File: src/rtl/antilog.sv
// Iterative antilog: turns a 3.5 fixed-point log2 code into an unsigned integer ~2^x.
// One constant multiply per fraction bit (MSB first), then a single shift by the integer part.
module antilog #(
    parameter int unsigned DATA_WIDTH = 8,
    parameter int unsigned FRAC_W     = 5
) (
    input  logic                  clk_i,
    input  logic                  rstn_i,
    input  logic                  valid_i,
    output logic                  ready_o,
    input  logic [DATA_WIDTH-1:0] log_i,
    output logic                  valid_o,
    input  logic                  ready_i,
    output logic [DATA_WIDTH-1:0] number_o
);

    localparam int unsigned IntW = DATA_WIDTH - FRAC_W;

    localparam logic [1:0] StIdle  = 2'd0;
    localparam logic [1:0] StMul   = 2'd1;
    localparam logic [1:0] StScale = 2'd2;
    localparam logic [1:0] StHold  = 2'd3;

    logic [1:0]            state_q, state_d;
    logic [IntW-1:0]       e_q, e_d;
    logic [FRAC_W-1:0]     c_q, c_d;
    logic [5:0]            m_q, m_d;
    logic [2:0]            k_q, k_d;
    logic                  valid_q, valid_d;
    logic [DATA_WIDTH-1:0] number_q, number_d;
    logic [5:0]            k_const;

    // Q.5 roots of two, indexed by fraction bit: 2^(2^(k-5))
    always_comb begin
        k_const = 6'd33;
        case (k_q)
            3'd4:    k_const = 6'd45;
            3'd3:    k_const = 6'd38;
            3'd2:    k_const = 6'd35;
            default: k_const = 6'd33;
        endcase
    end

    always_comb begin
        state_d  = state_q;
        e_d      = e_q;
        c_d      = c_q;
        m_d      = m_q;
        k_d      = k_q;
        valid_d  = valid_q;
        number_d = number_q;
        case (state_q)
            StIdle: begin
                if (valid_i) begin
                    e_d     = log_i[DATA_WIDTH-1:FRAC_W];
                    c_d     = log_i[FRAC_W-1:0];
                    m_d     = 6'd32;
                    k_d     = 3'd4;
                    state_d = StMul;
                end
            end
            StMul: begin
                if (c_q[k_q]) begin
                    m_d = 6'(({6'b0, m_q} * {6'b0, k_const}) >> 5);
                end
                if (k_q == 3'd0) begin
                    state_d = StScale;
                end else begin
                    k_d = k_q - 3'd1;
                end
            end
            StScale: begin
                // m peaks at 59, so 59 << 7 still fits the 13-bit intermediate
                number_d = DATA_WIDTH'(({7'b0, m_q} << e_q) >> 5);
                valid_d  = 1'b1;
                state_d  = StHold;
            end
            StHold: begin
                if (ready_i) begin
                    valid_d = 1'b0;
                    state_d = StIdle;
                end
            end
            default: state_d = StIdle;
        endcase
    end

    always_ff @(posedge clk_i) begin
        if (!rstn_i) begin
            state_q  <= StIdle;
            e_q      <= '0;
            c_q      <= '0;
            m_q      <= '0;
            k_q      <= '0;
            valid_q  <= 1'b0;
            number_q <= '0;
        end else begin
            state_q  <= state_d;
            e_q      <= e_d;
            c_q      <= c_d;
            m_q      <= m_d;
            k_q      <= k_d;
            valid_q  <= valid_d;
            number_q <= number_d;
        end
    end

    assign ready_o  = rstn_i && (state_q == StIdle);
    assign valid_o  = valid_q;
    assign number_o = number_q;

endmodule

File: config.mk
export PLATFORM = sky130hd
export DESIGN_NAME = antilog
export DESIGN_NICKNAME = d
export VERILOG_FILES = /design/src/rtl/antilog.sv
export SDC_FILE = /design/constraint.sdc
export NUM_CORES = 1
export LEC_CHECK = 0
export ABC_AREA = 0
export CAP_MARGIN = 10
export CORE_MARGIN = 2
export CORE_UTILIZATION = 58
export CTS_CLUSTER_DIAMETER = 40
export DETAILED_ROUTE_END_ITERATION = 6
export PLACE_DENSITY = 0.88
export SLEW_MARGIN = 10
export SYNTH_ARGS = -nofsm -noshare
export SYNTH_HDL_FRONTEND = slang
export SYNTH_SLANG_ARGS = --single-unit
File: constraint.sdc
create_clock -name clk_i -period 4.4 [get_ports clk_i]
set_clock_uncertainty 0.1 [all_clocks]
set_input_delay 0.88 -clock clk_i [delete_from_list [all_inputs] [get_ports clk_i]]
set_output_delay 0.88 -clock clk_i [all_outputs]
set_load 0.02 [all_outputs]
After elaboration in Yosys (flattened, before gate mapping):

Cells that the tools add are included.

* mux-type cells: 15
* shift-type cells: 1
* $mul: 1
* order comparisons: 1
* equal/unequal tests: 11
* $add $sub $neg: 1
* reductions and logical operators: 10

Operators by type and width (number)
* $shl 6x3->13: 1
* $mux 6: 2
* $pmux 4 s3: 1
* $pmux 6 s2: 1
* $mul 6x6->11: 1
* $ne 2x2->1 const B: 5
* $reduce_and 3->1: 3
* $pmux 2 s4: 1
* $eq 3x2->1 const B: 2
* $mux 2: 3
* $mux 3: 2
* $pmux 3 s2: 1
* $eq 2x2->1 const B: 2
* $lt 3x4->1 const B: 1
* $reduce_and 2->1: 2
* $reduce_bool 2->1: 2
* $bmux 1 s3: 1
* $eq 3x3->1 const B: 1
* $logic_not 3->1: 1
* $sub 3x1->3 const B: 1
* $eq 2x1->1 const B: 1
* $logic_not 2->1: 1
* $mux 1: 2
* $pmux 1 s2: 1
* $logic_and 1x1->1: 1

* bits in registers: 28
* output and inout port bits: 10
* bits of input ports: 12
* logic and storage cells: 47

Logic depth before layout (Yosys ltp):

* depth after elaboration: 5
* mapped depth: 16
* depth with buffers taken out: 16

Worst setup path after synthesis:

OpenSTA, ideal clock, no wires.

* kind: reg-to-reg
* from: reg k_q[1]
* to: reg m_q[4]
* clock period less this slack: 3.966 ns
* stages on the path, launching flop included: 16
* library setup time: 0.122 ns
* data arrival time: 3.744 ns
* path slack: 0.434 ns
* required time: 4.178 ns
* buffers on the path: 0
* path through: dfxtp_1 > inv_1 > ha_1 > mux2i_1 > nor2b_1 > fa_1 > ha_1 > inv_1 > fa_1 > inv_1 > ha_1 > a2111oi_2 > o21ai_0 > a21oi_1 > xor2_1 > o41ai_2

* longest elaborated chain between the ends: 5
* elaborated cells between the ends (all ways): 11
* classes of those cells: 1 x mul; 4 x eq/ne; 5 x mux; 1 x reduce/logical

Ends and longest elaborated chain
* start, declared: RTL line 28 `logic [2:0] k_q, k_d;`
* start signal, assigned: RTL line 102 `k_q <= k_d;`
* $eq 3x2->1 / $eq 3x3->1 (equally long branches): RTL line 36 `case (k_q)`
* $pmux 4 s3: RTL line 36
* $mul 6x6->11: RTL line 64 `m_d = 6'(({6'b0, m_q} * {6'b0, k_const}) >> 5);`
* $mux 6: RTL line 63 `if (c_q[k_q]) begin`
* $pmux 6 s2: RTL line 52 `case (state_q)`
* end signal, assigned: RTL line 101 `m_q <= m_d;`
* end, declared: RTL line 27 `logic [5:0] m_q, m_d;`

Parallel ways exist; a longest one is shown, timed or not. The select of a mux whose other input is x is not followed.
A chain may end at the register's enable or synchronous reset.

Worst setup path after layout:

* from: reg k_q[0]
* to: reg m_q[4]

Same word-level chain as after synthesis.

==> flow_summary.ini <==
[run_status]
status = completed

[detailed_routing]
wl_per_cell_um = 14.8
first_pass_iters = 4
drc_errors = 0
ant_nets = 0
totalWireLength_um = 5140
viasPerCell = 5.86
vias = 2041
first_iter_violations = 142

[logic_synthesis]
netlist_area_um2 = 2380
synth_seq_cells = 28
synth_cell_types = 45
synth_edf_count = 0
synth_fp_nets = 333
synth.avg_cell_area_um2 = 8.38
synth_largest_area_cell = dfxtp_1
ys.flop_type = dfxtp_1
synth.most_common_cell = dfxtp_1
ys_seq_area_share_pct = 23.6
synthArstFlopShare_pct = 0
synth_common_cells = dfxtp_1 (28), ha_1 (27), inv_1 (26), a21oi_1 (22), nand2_1 (20)
synth_top_area_share_pct = 23.6
synth_area_leaders = dfxtp_1 (24%), ha_1 (14%), fa_1 (8.4%), a21oi_1 (4.6%), inv_1 (4.1%)
netlist_instances = 284
ys.warnings.count = 0

[sta]
worst_slew_pin_slew_ns = 0.766
slew_headroom_pct = 48.9
hold_viol = 0
period_share_pct = 93.1
setup_viol = 0
max_freq_ghz = 0.244
min_period_ns = 4.10
slew_viol_final = 0

[worst_setup_path]
cp.arrival_ns = 4.14
critPathRequiredTime_ns = 4.44
criticalPathCategory = register to register
reg2reg_setup_slack_ns = 0.30
crit_chain = inv_1 > ha_1 > nor2_1 > nor2_2 > and2_1 > fa_1 > ha_1 > inv_1 > fa_1 > inv_1 > ha_1 > a2111oi_4 > o21ai_1 > a21oi_1 > xor2_1 > o41ai_2
crit_slowest_cell = fa_1
end_kind = register
crit_fanout = 6
r2r-end = m_q[4]$_SDFFE_PN0P_
critical-path-max-stage-delay_ns = 0.53
cp-start-kind = register
ff2ff_path_depth = 16
reg2reg_from = k_q[0]$_SDFFE_PN0P_

[clock_tree]
clk_pin_slew_ns = 0.09
cts_root_buf = clkbuf_8
htree_num_levels = 1
cts.sinks = 28
clk_latency_ns = 0.27
ctsHoldBuffers = 0
numCtsBuffers = 3
cts_max_path_buffers = 2
post_cts_buffers = 0
cts_tree = done

[power_and_ir_drop]
power_density_nw_per_um2 = 389
power_leakage_nw = 1.16
vdd_drop_max_uv = 421

[placement]
dp_cells = 344
place_congestion = 0.869
hpwl_um = 3900
numPortBuffers = 21

[global_routing]
grt_util_met2_pct = 43.3
grt_max_degree = 25
grt_pass1_wl_um = 8630
grt_use_met1_pct = 30.2
grt_overflow = 0
use_met3_pct = 3.78
grt_pass1_vias = 1967
grt_antenna_before_repair = 0
grt_busiest_layer = met2
grt_use_total_pct = 24.1

[hold_path]
hold_path_class = register to register
hold-path-endpoint = c_q[2]$_SDFFE_PN0P_
whs_path_depth = 2
min_from = c_q[2]$_SDFFE_PN0P_

[cells_and_area]
area_growth_syn_to_layout_pct = 14.1
nets = 348
final_cells = 348
final_layout_size_suffix_gt1_share_pct = 7.72
fillCellCount = 316
fin_util_pct = 68.3
antenna_cells = 0

[floorplan]
row_count = 23
die_y_um = 68.0
start_util_pct = 59.9
fp.dieW_um = 68.0
io_pins = 22
coreArea_um2 = 3970
design.die.area_um2 = 4630

[flow_run]
drv_cap = 0
power by group:
part           internal, mW  switching [mW]
Sequential            0.302          0.0615
Combinational         0.223           0.313
Clock                0.0801          0.0768
per-stage QoR:
| step | total power [mW] | hold WS, ns | instance area [um^2] | TNS (ns) | setup WS (ns) |
|---|---|---|---|---|---|
| after floorplan | 0.744 | 0.332 | 2380 | 0 | 0.434 |
| after global placement | 0.853 | 0.345 | 2610 | 0 | 0.308 |
| after detailed placement | 0.874 | 0.353 | 2610 | 0 | 0.120 |
| after CTS | 1.03 | 0.366 | 2660 | 0 | 0.106 |
| after global routing | 1.13 | 0.386 | 2710 | -0.0179 | -0.0179 |
| final | 1.06 | 0.363 | 2710 | 0 | 0.305 |
critical path, delay by kind of cell, from the launching register on:
kind | cells | cell delay [ns]
fa+ha+maj | 5 | 1.93
compound gates | 4 | 0.75
simple gates | 3 | 0.42
flops | 1 | 0.36
buf+inv | 3 | 0.19
xor+xnor | 1 | 0.19
repair_timing:
action / 4_1_cts / 5_1_grt
endpoints found under the hold margin: 0 / 0
resized for setup: 0 / 11
endpoints found under the setup margin: 0 / 3
metal layers:
layer	share of wire, %	vias up
met5	0	-
met4	1.6	0
met3	3.9	11
met2	51	42
met1	43	973
li1	-	1015
how the worst max path moves through the flow:
| stage | from | endpoint | slack, ns |
|---|---|---|---|
| 3_5_place_dp | k_q[0]$_SDFFE_PN0P_ | m_q[4]$_SDFFE_PN0P_ | 0.12 |
| 6_report | k_q[0]$_SDFFE_PN0P_ | m_q[4]$_SDFFE_PN0P_ | 0.30 |
| 3_3_place_gp | k_q[0]$_SDFFE_PN0P_ | m_q[4]$_SDFFE_PN0P_ | 0.31 |
| 2_1_floorplan | k_q[1]$_SDFFE_PN0P_ | m_q[4]$_SDFFE_PN0P_ | 0.43 |
| 5_1_grt | k_q[0]$_SDFFE_PN0P_ | m_q[5]$_SDFFE_PN0P_ | -0.02 |
| 4_1_cts | k_q[0]$_SDFFE_PN0P_ | m_q[4]$_SDFFE_PN0P_ | 0.11 |
logic make-up (layout without fill, tap and decap cells):
group | after synthesis | count (layout) | share of synthesized area (%)
compound gates | 59 | 59 | 16.8
xor+xnor | 5 | 5 | 1.84
fa+ha+maj | 37 | 37 | 22.6
buf+inv | 40 | 54 | 6.84
flops | 28 | 28 | 23.6
mux | 13 | 13 | 6.15
simple gates | 102 | 102 | 22.2
state kept, by name (all words and copies together), names as in the netlist:
register  count
number_o      8
m_q           6
c_q           5
e_q           3
k_q           3
state_q       2
valid_o       1
final cells by class:
| class | instances | area [um^2] | area share [%] |
|---|---|---|---|
| multi-input cells | 216 | 1700 | 62.8 |
| flip-flops and latches | 28 | 562 | 20.7 |
| repair buffers | 24 | 233 | 8.58 |
| inverters | 26 | 97.6 | 3.60 |
| well taps | 50 | 62.6 | 2.31 |
| clock buffers | 4 | 55.1 | 2.03 |
cells in the final DEF, fill, tap and decap left out, types with 3 or more instances in the layout:
master,n
buf_4,3
clkdlybuf4s50_1,21
nor2b_1,13
nand3_1,18
o21ai_0,7
o21a_1,4
a211oi_1,4
fa_1,10
inv_1,26
o31ai_1,3
mux2_2,3
dfxtp_1,27
nor3_1,4
and3_1,6
nand2_1,20
and2_1,8
nor2_1,17
a21oi_1,22
clkbuf_8,4
o211ai_1,3
ha_1,26
mux2i_1,8
xor2_1,5
(Power assumes the default switching activity.)
==> patch 1, RTL diff (same flow settings) <==
`c_q` no longer has a reset.
--- a/src/rtl/antilog.sv
+++ b/src/rtl/antilog.sv
@@ -90,5 +90,4 @@
             state_q  <= StIdle;
             e_q      <= '0;
-            c_q      <= '0;
             m_q      <= '0;
             k_q      <= '0;
@@ -98,5 +97,4 @@
             state_q  <= state_d;
             e_q      <= e_d;
-            c_q      <= c_d;
             m_q      <= m_d;
             k_q      <= k_d;
@@ -104,4 +102,8 @@
             number_q <= number_d;
         end
+    end
+
+    always_ff @(posedge clk_i) begin
+        c_q <= c_d;
     end
 
Check against the original RTL: same outputs for any inputs over 10 cycles, from zero or initial values and one cycle with rstn_i low; that may be too few to reach the edited logic, so the function may still have changed.
==> patch 1 against the original RTL <==
Die area down 2.2%; largest power group unchanged; critical endpoint is now m_q[5]; sequential cell count unchanged; area after synthesis shrank 2.4%; wire length fell by 8.8%; worst setup slack improved by 43 ps; highest routed layer unchanged; non-clock buffer count shrank 3; critical path depth unchanged; power rose by 1.0%; design area down 3.7%.
==> patch 1: results (changes against the original RTL) <==
status: complete, no violations (unchanged)
Synthesized Nets: 310 (was 333)
Initial DRT Pass Iterations: 5 (was 4)
ant diodes: 0 (unchanged)
Synth Flop Type: dfxtp_1 (unchanged)
Commonest cells post-synth: inv_1, ha_1, dfxtp_1, nand2_1, a21oi_1 (was dfxtp_1, ha_1, inv_1, a21oi_1, nand2_1)
Largest register FFs: 8 (unchanged)
register area share after synthesis: 26.3% (was 23.6%)
fraction of registers with async set/reset: 0% (unchanged)
dpl cell area: 2550 um2 (was 2610 um2)
clock-pin slew on the worst setup and hold paths: 90 ps (about the same)
initial antenna violation count: 0 (unchanged)
first-pass GRT wire length: 8.11 mm (was 8.63 mm)
top post-synthesis cells by area: dfxtp_1, ha_1, fa_1 (unchanged)
Hold Crit Class: reg2reg (unchanged)
Lkg Pwr: 1.14 nW (was 1.16 nW)
All-Layer GR Usage: 23.3% (was 24.1%)
vias per inst: 5.75 (was 5.86)
Worst Tran Pin Value: 553 ps (was 766 ps)
Max Buffers Root-to-Sink: 2 (unchanged)
dpl hpwl: 3.60 mm (was 3.90 mm)
largest net degree at the start of global routing: 18 (was 25)
VDD IR max: 409 uV (was 421 uV)
Routed WL: 4.69 mm (was 5.14 mm)
Synth cell types: 52 (was 45)
GP Congestion: 0.845 (was 0.869)
H-tree depth: 1 (unchanged)
final net count: 326 (was 348)
pre-CTS WS: 214 ps (was 120 ps)
Clk Tree Root Cell: clkbuf_8 (unchanged)
worst-path maximum fanout: 5 (was 6)
fraction of layout cells with a size suffix above 1: 5.07% (was 7.72%)
Initial DRC Count: 212 (was 142)
Ys Warns: 0 (unchanged)
vias in the first global route: 1884 (was 1967)
number of synthesized flops with an enable pin: 5 (was 0)
CTS buffer count: 3 (unchanged)
worst-skew pair later-pin latency: 270 ps (about the same)
critical path arrival: 4100 ps (was 4140 ps)
port bufs: 21 (unchanged)
==> patch 1: repair_timing <==
| action | in CTS | in global routing |
|---|---|---|
| hold buffers | 0 | 0 |
| resized for setup | 0 | 3 |
| buffers inserted | 0 | 0 |
| endpoints found under the setup margin | 0 | 5 |
==> patch 1: stage by stage <==
| step | std cells | power (W) |
|---|---|---|
| 2_1_floorplan | 261 | 0.000784 |
| 3_3_place_gp | 320 | 0.000894 |
| 3_5_place_dp | 320 | 0.000908 |
| 4_1_cts | 324 | 0.00105 |
| 5_1_grt | 324 | 0.00116 |
| 6_report | 324 | 0.00107 |
==> patch 1: cells by family after synthesis <==
| kind of cell | count (synthesis) | synth area share (%) |
|---|---|---|
| simple gates | 84 | 18.5 |
| compound gates | 53 | 15.6 |
| buf+inv | 41 | 7.44 |
| fa+ha+maj | 37 | 23.2 |
| flops | 28 | 26.3 |
| mux | 10 | 5.98 |
| xor+xnor | 8 | 3.02 |
==> patch 1: where the power goes <==
part | switching, W | total, W | leakage, nW | internal [W]
logic | 0.000294 | 0.000532 | 0.879 | 0.000237
clock network | 0.0000788 | 0.000144 | 0.0228 | 0.0000650
registers | 0.0000763 | 0.000392 | 0.235 | 0.000316
total | 0.000450 | 0.00107 | 1.14 | 0.000618
==> patch 1: final timing paths <==
check	start	endpoint	slack, ps	cells after the start
min reg2reg	number_o[6]	number_o[6]	360	2
min	number_o[6]	number_o[6]	360	2
max	k_q[0]	m_q[5]	350	16
max reg2reg	k_q[0]	m_q[5]	350	16
==> patch 1: final cells by class <==
class,count,area (um2)
Sequential cell,28,611
Clock buffer,4,45.0
Tap cell,48,60.1
Multi-Input combinational cell,192,1560
Fill cell,280,1130
Timing Repair Buffer,21,210
Inverter,31,130
==> patch 1: layer usage <==
| layer | global-route usage, % | up-vias | routed length (um) |
|---|---|---|---|
| li1 | - | 938 | - |
| met1 | 30.3 | 870 | 2130 |
| met2 | 39.9 | 46 | 2310 |
| met3 | 3.67 | 8 | 183 |
| met4 | 6.89 | 0 | 61 |
| met5 | 0 | - | 0 |
==> patch 1: worst max-delay path: stages (launching register included) <==
cell      delay, ps
dfxtp_1         390
inv_1           130
ha_1            290
nor2_1          130
nor2_1           80
and2_1          210
fa_1            460
ha_1            290
inv_1            50
fa_1            530
inv_1            40
ha_1            350
a21oi_1         160
o21ai_1         120
a311oi_1        330
xnor2_1         150
a31oi_1          90
==> patch 2, RTL diff (same flow settings) <==
Without the edit above. `FRAC_W`: 5 -> 6.
--- a/src/rtl/antilog.sv
+++ b/src/rtl/antilog.sv
@@ -3,5 +3,5 @@
 module antilog #(
     parameter int unsigned DATA_WIDTH = 8,
-    parameter int unsigned FRAC_W     = 5
+    parameter int unsigned FRAC_W     = 6
 ) (
     input  logic                  clk_i,
Formal check against the unedited RTL: not equivalent (Yosys sat finds a counterexample within 10 cycles, from zero or initial values and one cycle with rstn_i low).
==> patch 2 against the original RTL <==
Wire length fell by 13%; design area fell by 12%; count of clock-buffer cells in the layout did not move; sequential power fell by 13%; worst setup slack got worse by 11 ps; die area fell by 9.4%; power fell by 7.2%; maximum frequency fell by 0.27%; sequential cell count fell by 4; area after synthesis fell by 10%; largest cell class unchanged.
==> patch 2: results (changes against the original RTL) <==
R2R depth: 16 (unchanged)
final net count: 313 (was 348)
GP Congestion: 0.871 (was 0.869)
Max Buffers Root-to-Sink: 2 (unchanged)
Clk Tree Root Cell: clkbuf_8 (unchanged)
vias in the first global route: 1751 (was 1967)
R2R Path End: m_q[5] (was m_q[4])
worst hold slack: 364 ps (was 363 ps)
VDD IR max: 313 uV (was 421 uV)
Routed WL per cell: 14.3 um (was 14.8 um)
Initial DRT Pass Iterations: 5 (was 4)
critical path arrival: 4200 ps (was 4140 ps)
routed vias: 1735 (was 2041)
dpl hpwl: 3.54 mm (was 3.90 mm)
register area share after synthesis: 22.4% (was 23.6%)
largest net degree at the start of global routing: 22 (was 25)
Hold Startpoint: c_q[2] (unchanged)
max incr delay on CP: 550 ps (was 530 ps)
Max Fclk: 244 MHz (about the same)
first-pass GRT wire length: 7.67 mm (was 8.63 mm)
All-Layer GR Usage: 22.8% (was 24.1%)
Lkg Pwr: 1.08 nW (was 1.16 nW)
worst-path maximum fanout: 5 (was 6)
Commonest cells post-synth: ha_1, inv_1, dfxtp_1, a21oi_1, nand2_1 (was dfxtp_1, ha_1, inv_1, a21oi_1, nand2_1)
Synth cell types: 48 (was 45)
status: complete, no violations (unchanged)
normalized max-slew margin: 55.9% (was 48.9%)
Initial DRC Count: 72 (was 142)
top post-synthesis cells by area: dfxtp_1, ha_1, fa_1 (unchanged)
fraction of layout cells with a size suffix above 1: 6.84% (was 7.72%)
dpl cell area: 2310 um2 (was 2610 um2)
clock-pin slew on the worst setup and hold paths: 80 ps
port bufs: 17 (was 21)
fraction of registers with async set/reset: 0% (unchanged)
pre-CTS WS: -53.1 ps (was 120 ps)
worst-case hold path end point: c_q[2] (unchanged)
fill count: 277 (was 316)
-- patch 2: cell types whose count changed after synthesis, sizes merged, moves of 3 or more --
| cell | delta |
|---|---|
| dfxtp | -4 |
| mux2i | -6 |
| nand2 | -4 |
| nand2b | +4 |
| nand3 | -6 |
| nor2 | -4 |
| o21a | -4 |
| o21ai | -4 |
| o31ai | -3 |
-- patch 2: where the power goes --
| group | internal, W | switching (W) | total, W |
|---|---|---|---|
| Combinational | 0.000219 | 0.000297 | 0.000516 |
| Sequential | 0.000264 | 0.0000528 | 0.000317 |
| Clock | 0.0000798 | 0.0000674 | 0.000147 |
| Total | 0.000563 | 0.000417 | 0.000980 |
-- patch 2: per-layer routing --
| metal | track usage, % | vias to the layer above | share of wire [%] |
|---|---|---|---|
| met5 | 0 | - | 0 |
| met4 | 8.78 | 0 | 2.2 |
| met3 | 1.39 | 12 | 2.4 |
| met2 | 41.1 | 43 | 51 |
| met1 | 28.4 | 800 | 45 |
| li1 | - | 880 | - |
-- patch 2: kinds of logic after synthesis --
family / synth area share [%]
simple gates: 23.5
compound gates: 13.4
buf+inv: 8.36
fa+ha+maj: 25.1
flops: 22.4
mux: 4.56
xor+xnor: 2.45
other cells: 0.175
-- patch 2: per-stage QoR --
stage	cells	utilization, %
finish	311	66.2
global route	311	66.2
CTS	311	65.8
detailed placement	307	64.1
global placement	307	64.1
floorplan	253	-
-- patch 2: worst min-delay path: cells and delay by family, from the launching register on --
kind | cells | cell delay, ps
AOI/OAI and AO/OA | 1 | 50
DFF | 1 | 320
and+or+nand+nor | 1 | 50
-- patch 2: final cells by class --
| cell class | count | area [um2] | area share (%) |
|---|---|---|---|
| Inverter | 25 | 93.8 | 3.93 |
| Tap cell | 48 | 60.1 | 2.52 |
| Clock buffer | 4 | 55.1 | 2.31 |
| Sequential cell | 24 | 480 | 20.1 |
| Timing Repair Buffer | 19 | 185 | 7.76 |
| Multi-Input combinational cell | 191 | 1510 | 63.3 |
-- patch 2: how the worst max path moves through the flow --
| stage | start | endpoint | slack (ps) | cells after the start |
|---|---|---|---|---|
| after detailed placement | k_q[0] | m_q[4] | -50 | 13 |
| final | k_q[0] | m_q[5] | 290 | 16 |
| after floorplan | k_q[0] | m_q[5] | 430 | 15 |
| after CTS | k_q[0] | m_q[4] | 20 | 13 |
| after global routing | k_q[1] | m_q[5] | 3 | 15 |
| after global placement | k_q[0] | m_q[4] | 170 | 13 |
-- patch 2: timing repair --
| action | 4_1_cts | 5_1_grt |
|---|---|---|
| pin swaps | 0 | 0 |
| gates resized for setup | 1 | 4 |
| endpoints found under the setup margin | 1 | 4 |
